===== config.mk =====
export PLATFORM = sky130hd
export DESIGN_NAME = leb128_window
export DESIGN_NICKNAME = d
export VERILOG_FILES = /design/src/rtl/leb128_pkg.sv /design/src/rtl/leb128_term_scan.sv /design/src/rtl/leb128_window.sv
export SDC_FILE = /design/constraint.sdc
export NUM_CORES = 1
export LEC_CHECK = 0
export BUFFER_PORTS_ARGS = -buffer_cell sky130_fd_sc_hd__clkbuf_2
export CAP_MARGIN = 20
export CORE_MARGIN = 5
export CORE_UTILIZATION = 45
export CTS_BUF_LIST = sky130_fd_sc_hd__clkbuf_4 sky130_fd_sc_hd__clkbuf_8
export CTS_CLUSTER_DIAMETER = 150
export DETAILED_ROUTE_END_ITERATION = 6
export PLACE_DENSITY = 0.64
export SYNTH_ARGS = -nofsm -noshare
export SYNTH_HDL_FRONTEND = slang
export SYNTH_SLANG_ARGS = --single-unit

===== constraint.sdc =====
create_clock -name clk -period 6.23 [get_ports clk]
set_input_delay 1.246 -clock clk [delete_from_list [all_inputs] [get_ports clk]]
set_output_delay 1.246 -clock clk [all_outputs]
set_load 0.05 [all_outputs]

===== src/rtl/leb128_pkg.sv =====
`default_nettype none
// leb128_pkg - shared constants, byte type and frame-length helpers for LEB128 byte front ends.
// Rev 1.0
package leb128_pkg;

  localparam int LEB_CONT_BIT      = 7;
  localparam int LEB_I32_MAX_BYTES = 5;

  typedef logic [7:0] byte_t;

  // Continuation flags of the five window bytes, byte 0 in bit 0.
  function automatic logic [4:0] leb_cont_bits(input logic [39:0] window);
    return {window[4*8+LEB_CONT_BIT], window[3*8+LEB_CONT_BIT], window[2*8+LEB_CONT_BIT],
            window[1*8+LEB_CONT_BIT], window[0*8+LEB_CONT_BIT]};
  endfunction

  // One bit per window byte that is actually held.
  function automatic logic [4:0] leb_in_range(input logic [4:0] count);
    return {count > 5'd4, count > 5'd3, count > 5'd2, count > 5'd1, count > 5'd0};
  endfunction

  // First terminator position plus one; 5 when five bytes are held without a terminator.
  function automatic logic [2:0] leb_frame_len(input logic [39:0] window, input logic [4:0] count);
    logic [4:0] term;
    logic [2:0] len;
    term = ~leb_cont_bits(window) & leb_in_range(count);
    if (term[0])      len = 3'd1;
    else if (term[1]) len = 3'd2;
    else if (term[2]) len = 3'd3;
    else if (term[3]) len = 3'd4;
    else if (term[4]) len = 3'd5;
    else if (count >= 5'(LEB_I32_MAX_BYTES)) len = 3'(LEB_I32_MAX_BYTES);
    else len = 3'd0;
    return len;
  endfunction

endpackage
`default_nettype wire


===== src/rtl/leb128_term_scan.sv =====
`default_nettype none
// leb128_term_scan - combinational terminator search over the first five buffered bytes.
// Rev 1.0
module leb128_term_scan
  import leb128_pkg::*;
(
  input  logic [7:0] b0,
  input  logic [7:0] b1,
  input  logic [7:0] b2,
  input  logic [7:0] b3,
  input  logic [7:0] b4,
  input  logic [4:0] count,
  output logic [2:0] frame_len,
  output logic       found,
  output logic       overlong
);

  logic [39:0] window;
  logic [4:0]  cont;
  logic        five_held;

  assign window    = {b4, b3, b2, b1, b0};
  assign cont      = leb_cont_bits(window);
  assign five_held = (count >= 5'(LEB_I32_MAX_BYTES));

  assign found     = |(~cont & leb_in_range(count));
  assign frame_len = leb_frame_len(window, count);
  assign overlong  = five_held & (&cont);

endmodule
`default_nettype wire


===== src/rtl/leb128_window.sv =====
`default_nettype none
// leb128_window - buffers LEB128 bytes and presents a zero-padded 5-byte window holding one i32 frame.
// Rev 1.0
module leb128_window
  import leb128_pkg::*;
#(
  parameter int DEPTH = 8
) (
  input  logic       clk,
  input  logic       rst,
  input  logic [7:0] in_data,
  input  logic       in_valid,
  output logic       in_ready,
  output logic [7:0] w0,
  output logic [7:0] w1,
  output logic [7:0] w2,
  output logic [7:0] w3,
  output logic [7:0] w4,
  output logic       win_valid,
  input  logic       win_ready,
  input  logic [2:0] consume_len,
  output logic [2:0] frame_len,
  output logic       overlong,
  output logic       err
);

  localparam int CW = $clog2(DEPTH + 1);
  localparam int BW = DEPTH * 8;

  // Byte 0 (oldest) lives in bits [7:0]; bytes at or beyond count are always zero.
  logic [BW-1:0] buf_q;
  logic [BW-1:0] buf_shifted;
  logic [BW-1:0] buf_next;
  logic [CW-1:0] count;
  logic [CW-1:0] retire;
  logic [CW-1:0] wr_idx;
  logic [CW-1:0] count_next;

  byte_t         win [5];
  logic          found;
  logic          push;
  logic          pop;
  logic          legal;

  for (genvar k = 0; k < 5; k++) begin : g_win
    assign win[k] = (count > CW'(k)) ? buf_q[k*8 +: 8] : 8'h00;
  end

  assign w0 = win[0];
  assign w1 = win[1];
  assign w2 = win[2];
  assign w3 = win[3];
  assign w4 = win[4];

  leb128_term_scan u_scan (
    .b0        (win[0]),
    .b1        (win[1]),
    .b2        (win[2]),
    .b3        (win[3]),
    .b4        (win[4]),
    .count     (5'(count)),
    .frame_len (frame_len),
    .found     (found),
    .overlong  (overlong)
  );

  assign win_valid = found | (count >= CW'(LEB_I32_MAX_BYTES));
  assign in_ready  = ~rst & (count < CW'(DEPTH));

  assign push  = in_valid & in_ready;
  assign pop   = win_valid & win_ready;
  assign legal = (consume_len != 3'd0) && (consume_len <= frame_len);

  // Shift out the retired bytes first, then land the new byte just above the survivors.
  assign retire      = (pop && legal) ? CW'(consume_len) : '0;
  assign wr_idx      = count - retire;
  assign buf_shifted = buf_q >> {retire, 3'b000};
  assign buf_next    = push ? (buf_shifted | (BW'(in_data) << {wr_idx, 3'b000})) : buf_shifted;
  assign count_next  = wr_idx + CW'(push);

  always_ff @(posedge clk) begin
    if (rst) begin
      buf_q <= '0;
      count <= '0;
      err   <= 1'b0;
    end else begin
      buf_q <= buf_next;
      count <= count_next;
      if (pop && !legal) begin
        err <= 1'b1;
      end
    end
  end

endmodule
`default_nettype wire


; Yosys cells after proc, flatten, opt, wreduce, memory -nomap -nowiden
; Cells that the tools add are included.
; W data, S select, Z words.
[op_classes]
add_sub_neg = 2
shifts = 2
div = 0
order_cmp = 14
mux = 13
n_mul = 0
bitwise = 9
eq_ne = 0
reduce_logical = 7
[op_table]
columns = cell, count
row1 = $mux W64, 1
row2 = $or A64 B64 Y64, 1
row3 = $shl A8 B7 Y64, 1
row4 = $shr A64 B6 Y64, 1
row5 = $mux W8, 5
row6 = $mux W3, 7
row7 = $gt A4 B1 Y1 const B, 4
row8 = $gt A4 B2 Y1 const B, 4
row9 = $ge A4 B3 Y1 const B, 2
row10 = $gt A4 B3 Y1 const B, 2
row11 = $and A5 B5 Y5, 1
row12 = $not A5 Y5, 1
row13 = $reduce_and A5 Y1, 1
row14 = $reduce_or A5 Y1, 1
row15 = $add A4 B1 Y4, 1
row16 = $and A1 B1 Y1, 4
row17 = $lt A4 B4 Y1 const B, 1
row18 = $sub A4 B3 Y4, 1
row19 = $le A3 B3 Y1, 1
row20 = $logic_and A1 B1 Y1, 3
row21 = $reduce_bool A3 Y1, 1
row22 = $logic_not A1 Y1, 1
row23 = $not A1 Y1, 1
row24 = $or A1 B1 Y1, 1
[word_totals]
wordCells = 50
input_bits = 15
mem_bits_rw = 0
out_inout_bits = 47
mem_bits_ro = 0
latchBits = 0
reg_bits = 69
mem_count = 0

; Logic depth before layout (Yosys ltp)
[depth]
ltp_word = 17
mapped_depth = 22
ltp_nobuf = 20

; Cells and area by module
; A second synthesis with hierarchy kept.
[hier_totals]
cells_unflattened = 601
area_unflattened_um2 = 5053.6
[by_module_without_submodules]
columns = module, seq_area_each_um2, cells_each, area_per_inst_um2, n_inst
row1 = leb128_window, 1381.3, 577, 4878.4, 1
row2 = leb128_term_scan, 0.0, 24, 175.2, 1

; Worst setup path before layout
; OpenSTA, ideal clock, no wires.
[synth_timing]
kind = in2reg
startpoint = input port consume_len[0]
endpoint = register buf_q[26]
t_arrival_ns = 4.711
setup_time_ns = 0.074
path_stages = 17
slack_ns = 1.445
n_path_buf = 3
t_required_ns = 6.156
path_cell_list = inv_1 -> clkbuf_1 -> ha_1 -> nor2b_1 -> o21a_1 -> o21ai_1 -> nand4_1 -> buf_6 -> inv_1 -> ha_1 -> fa_1 -> nor3_1 -> and2_1 -> buf_1 -> a32oi_1 -> o22a_1 -> o21ai_0
[synth_via]
elab_chain_cells = 8
elab_cells_between_ends = 10
classes_between = add/sub (1) / order compare (1) / shift (2) / mux (2) / bitwise (1) / reduce/logical (3)
[synth_lines]
columns = element, line
row1 = from (decl), leb128_window.sv:21  ; input logic [2:0] consume_len,
row2 = $le A3 B3 Y1 / $reduce_bool A3 Y1 (equally long branches), leb128_window.sv:72  ; assign legal = (consume_len != 3'd0) && (consume_len <= frame_len);
row3 = $logic_and A1 B1 Y1, leb128_window.sv:72
row4 = $logic_and A1 B1 Y1, leb128_window.sv:75  ; assign retire = (pop && legal) ? CW'(consume_len) : '0;
row5 = $mux W3 *, leb128_window.sv:75
row6 = $sub A4 B3 Y4, leb128_window.sv:76  ; assign wr_idx = count - retire;
row7 = $shl A8 B7 Y64, leb128_window.sv:78  ; assign buf_next = push ? (buf_shifted | (BW'(in_data) << {wr_idx, 3'b000})) : buf_shifted;
row8 = $or A64 B64 Y64, leb128_window.sv:78
row9 = $mux W64 *, leb128_window.sv:78
row10 = to (signal assigned), leb128_window.sv:87  ; buf_q <= buf_next;
row11 = to (decl), leb128_window.sv:31  ; logic [BW-1:0] buf_q;
; Mark *: on every way between the ends. The rest lies on a longest branch, timed or not.
; A chain may end at the register's enable or synchronous reset.

; Worst setup path in the final report
[layout_timing]
startpoint = register count[3]
endpoint = register buf_q[27]
[layout_via]
elab_chain_cells = 17
elab_cells_between_ends = 40
classes_between = add/sub (1) / order compare (14) / shift (2) / mux (13) / bitwise (7) / reduce/logical (3)
[layout_lines]
columns = element, line
row1 = from (decl), leb128_window.sv:34  ; logic [CW-1:0] count;
row2 = from (signal assigned), leb128_window.sv:88  ; count <= count_next;
row3 = $gt A4 B3 Y1, "leb128_pkg.sv:19, leb128_window.sv:46"
row4 = $mux W8, leb128_window.sv:46  ; assign win[k] = (count > CW'(k)) ? buf_q[k*8 +: 8] : 8'h00;
row5 = $not A5 Y5, "leb128_pkg.sv:26, leb128_term_scan.sv:26"
row6 = $and A5 B5 Y5, "leb128_pkg.sv:26, leb128_term_scan.sv:26"
row7 = $mux W3, leb128_pkg.sv:31  ; else if (term[4]) len = 3'd5;
row8 = $mux W3, leb128_pkg.sv:30  ; else if (term[3]) len = 3'd4;
row9 = $mux W3, leb128_pkg.sv:29  ; else if (term[2]) len = 3'd3;
row10 = $mux W3, leb128_pkg.sv:28  ; else if (term[1]) len = 3'd2;
row11 = $mux W3, leb128_pkg.sv:27  ; if (term[0]) len = 3'd1;
row12 = $le A3 B3 Y1, leb128_window.sv:72
row13 = $logic_and A1 B1 Y1, leb128_window.sv:72
row14 = $logic_and A1 B1 Y1, leb128_window.sv:75
row15 = $mux W3, leb128_window.sv:75
row16 = $sub A4 B3 Y4, leb128_window.sv:76
row17 = $shl A8 B7 Y64, leb128_window.sv:78
row18 = $or A64 B64 Y64, leb128_window.sv:78
row19 = $mux W64 *, leb128_window.sv:78
; Marked as above.

==> results.ini <==
[worst_setup_path]
worstPathRequired_ns=6.52
cp_max_fo=10
cp_slowest_stage_delay_ns=0.57
cp_slowest_cell=dfxtp_1
path_cells=nor2_1 -> buf_4 -> a311o_1 -> nand2b_1 -> ha_1 -> nor2b_1 -> o21a_1 -> o21ai_1 -> nand4_1 -> inv_2 -> fa_1 -> nor3_1 -> and2_1 -> a32oi_1 -> o22a_1 -> o21ai_0
crit_type=reg -> reg
end_kind=flop
startpoint_type=flop
cp.arrival_ns=5.68

[clocking]
cts-root-buf=clkbuf_8
cts-resized-gates=0
cts_buffers=9
post-cts-setup-buffers=0
hold_buffers=0
clk_pin_slew_worst_paths_ns=0.09
clock_latency_ns=0.36
cts.path.max_buffers=2
cts_tree=built
clock-sinks=69
htreeDepth=3

[run_status]
status=complete, no violations

[synthesis]
ys_seq_elements=69
async_flop_share_pct=0
synth_flop_cell=dfxtp_1
synth_area_leaders=dfxtp_1, mux2i_1, nor2b_1
yosysTopAreaCellShare_pct=30.4
yosysTopAreaCell=dfxtp_1
synth_edf_count=0
yosysUniqueCellTypes=64
netlist_area_um2=4550
yosys-top-cells-count=dfxtp_1, mux2i_1, nor2_1, nor2b_1, nand2_1
synth_fp_nets=545
ys_seq_area_share_pct=30.4
avgSynthCellArea_um2=8.69
yosys_warnings=0
synth_most_common_cell=dfxtp_1
synth_cells=523

[drt]
first_pass_iters=5
drtAntennaViolNets=0
vias=4586
drtIter0Drc=519
drc=0
drt-vias-per-instance=6.53
wire_per_inst_um=22.4
routed_wl_um=15700

[placement]
dp.cells=687
io_buffers=61
gp_congestion=0.910
hpwl_um=10600

[worst_hold_path]
hp-class=reg -> reg

[floorplanning]
die_area_um2=12200
die_h_um=111
chipWidth_um=111
coreArea_um2=9820
num_io_pins=62
start_util_pct=46.3
fp-row-count=36

[global_routing]
grtUsageMet1_pct=36.0
use_met3_pct=7.88
grt_most_used_layer=met2
grt_pass1_wl_um=25300
grt_use_total_pct=25.5
grt_pass1_vias=4395
overflow=0
antenna_found_initial=0
grt_max_degree=64
use_met2_pct=36.9

[sta]
fmax_mhz=185
skew_ns=0.0143
tightest_slew_ns=0.916
fin_crit_sh_pct=86.6
whs_ns=0.531
fin_crit_ns=5.39
slew_violations=0
finalHoldViolations=0
setup_violations=0
rsz0062_at_grt=false
slew_headroom_pct=39.0
fin_tns_setup_ns=0

[cells_and_area]
final_util_pct=52.0
fin_nets=587
drive_gt1_share_pct=19.2
area_growth_pct=12.4
stdcell_count=702
num_antenna_cells=0

[power]
totalPowerFinal_uw=2020
p_leak_uw=0.00210
power_density_nw_per_um2=396
max-vdd-ir-drop_uv=169

[run]
maxCapViolations=0

## stage by stage
stage               setup WS (ns)  cell area, um2
floorplan                    1.44            4550
finish                      0.837            5110
global placement             1.06            4900
global route                0.488            5110
CTS                         0.926            5110
detailed placement          0.848            4900
## cell families (layout without fill, tap and decap cells)
| logic type | Yosys count | in the layout | share of synthesized area, % |
|---|---|---|---|
| AO/OA/AOI/OAI | 189 | 189 | 32.0 |
| XOR/XNOR | 3 | 3 | 0.578 |
| adder cells (fa/ha/maj) | 7 | 7 | 2.09 |
| buffers and inverters | 55 | 101 | 6.03 |
| flip-flops | 69 | 69 | 30.4 |
| multiplexers | 47 | 47 | 10.6 |
| AND/OR/NAND/NOR | 153 | 153 | 18.4 |
## routing by layer
layer / up-vias / share of wire, % / routed length, um
met5: - / 0 / 0
met4: 0 / 2.7 / 420
met3: 37 / 10 / 1570
met2: 288 / 44 / 6840
met1: 2181 / 44 / 6860
li1: 2080 / - / -
## worst paths after layout
| check | from | endpoint | slack [ns] | cells past startpoint |
|---|---|---|---|---|
| hold reg to reg | err | err | 0.53 | 2 |
| hold / removal | err | err | 0.53 | 2 |
| setup reg to reg | count[3] | buf_q[27] | 0.84 | 16 |
| setup / recovery | count[3] | buf_q[27] | 0.84 | 16 |
## cells in the final DEF, fill, tap and decap left out, types with 6 or more instances in the layout
master     Yosys  final
a32oi_1       17     17
buf_4          1     14
a2bb2oi_1      6      6
and2b_1        8      8
nand2_1       29     29
ha_1           6      6
a32o_1         9      9
a221o_1        7      7
nor2b_1       36     36
clkbuf_2       0     61
dfxtp_1       69     69
and3_1         6      6
nor3_1         6      6
a21oi_1       21     21
a22oi_1       10     10
inv_1         10     10
o21ai_1       21     21
clkbuf_8       0      9
o2bb2ai_1     16     16
a22o_1         8      8
o21ai_0       15     15
nor2_1        37     37
mux2i_1       43     43
o22a_1        23     23
a221oi_1      16     16
## worst max-delay path: cells and delay by family (launching register included)
kind	cells	cell delay, ns
adders and majority gates	2	0.85
buffers and inverters	2	0.55
DFF	1	0.57
and+or+nand+nor	6	1.79
AOI/OAI and AO/OA	6	1.56
## flip-flops by register name (all words and copies together) (netlist names)
register	count
buf_q	64
err	1
count	4
## power breakdown
part / internal, uW / total (uW) / switching (uW) / leakage (uW)
Combinational: 344 / 1040 / 693 / 0.00144
Sequential: 507 / 579 / 71.7 / 0.000559
Clock: 223 / 407 / 184 / 0.000101
## final cells by class
| class | count | area (um2) |
|---|---|---|
| sequential | 69 | 1380 |
| fill | 979 | 4710 |
| clock buffer | 9 | 124 |
| multi-input combinational | 399 | 2900 |
| timing repair buffer | 75 | 410 |
| clock inverter | 6 | 88.8 |
| tap | 133 | 166 |
| inverter | 11 | 41.3 |
(Power assumes the default switching activity.)
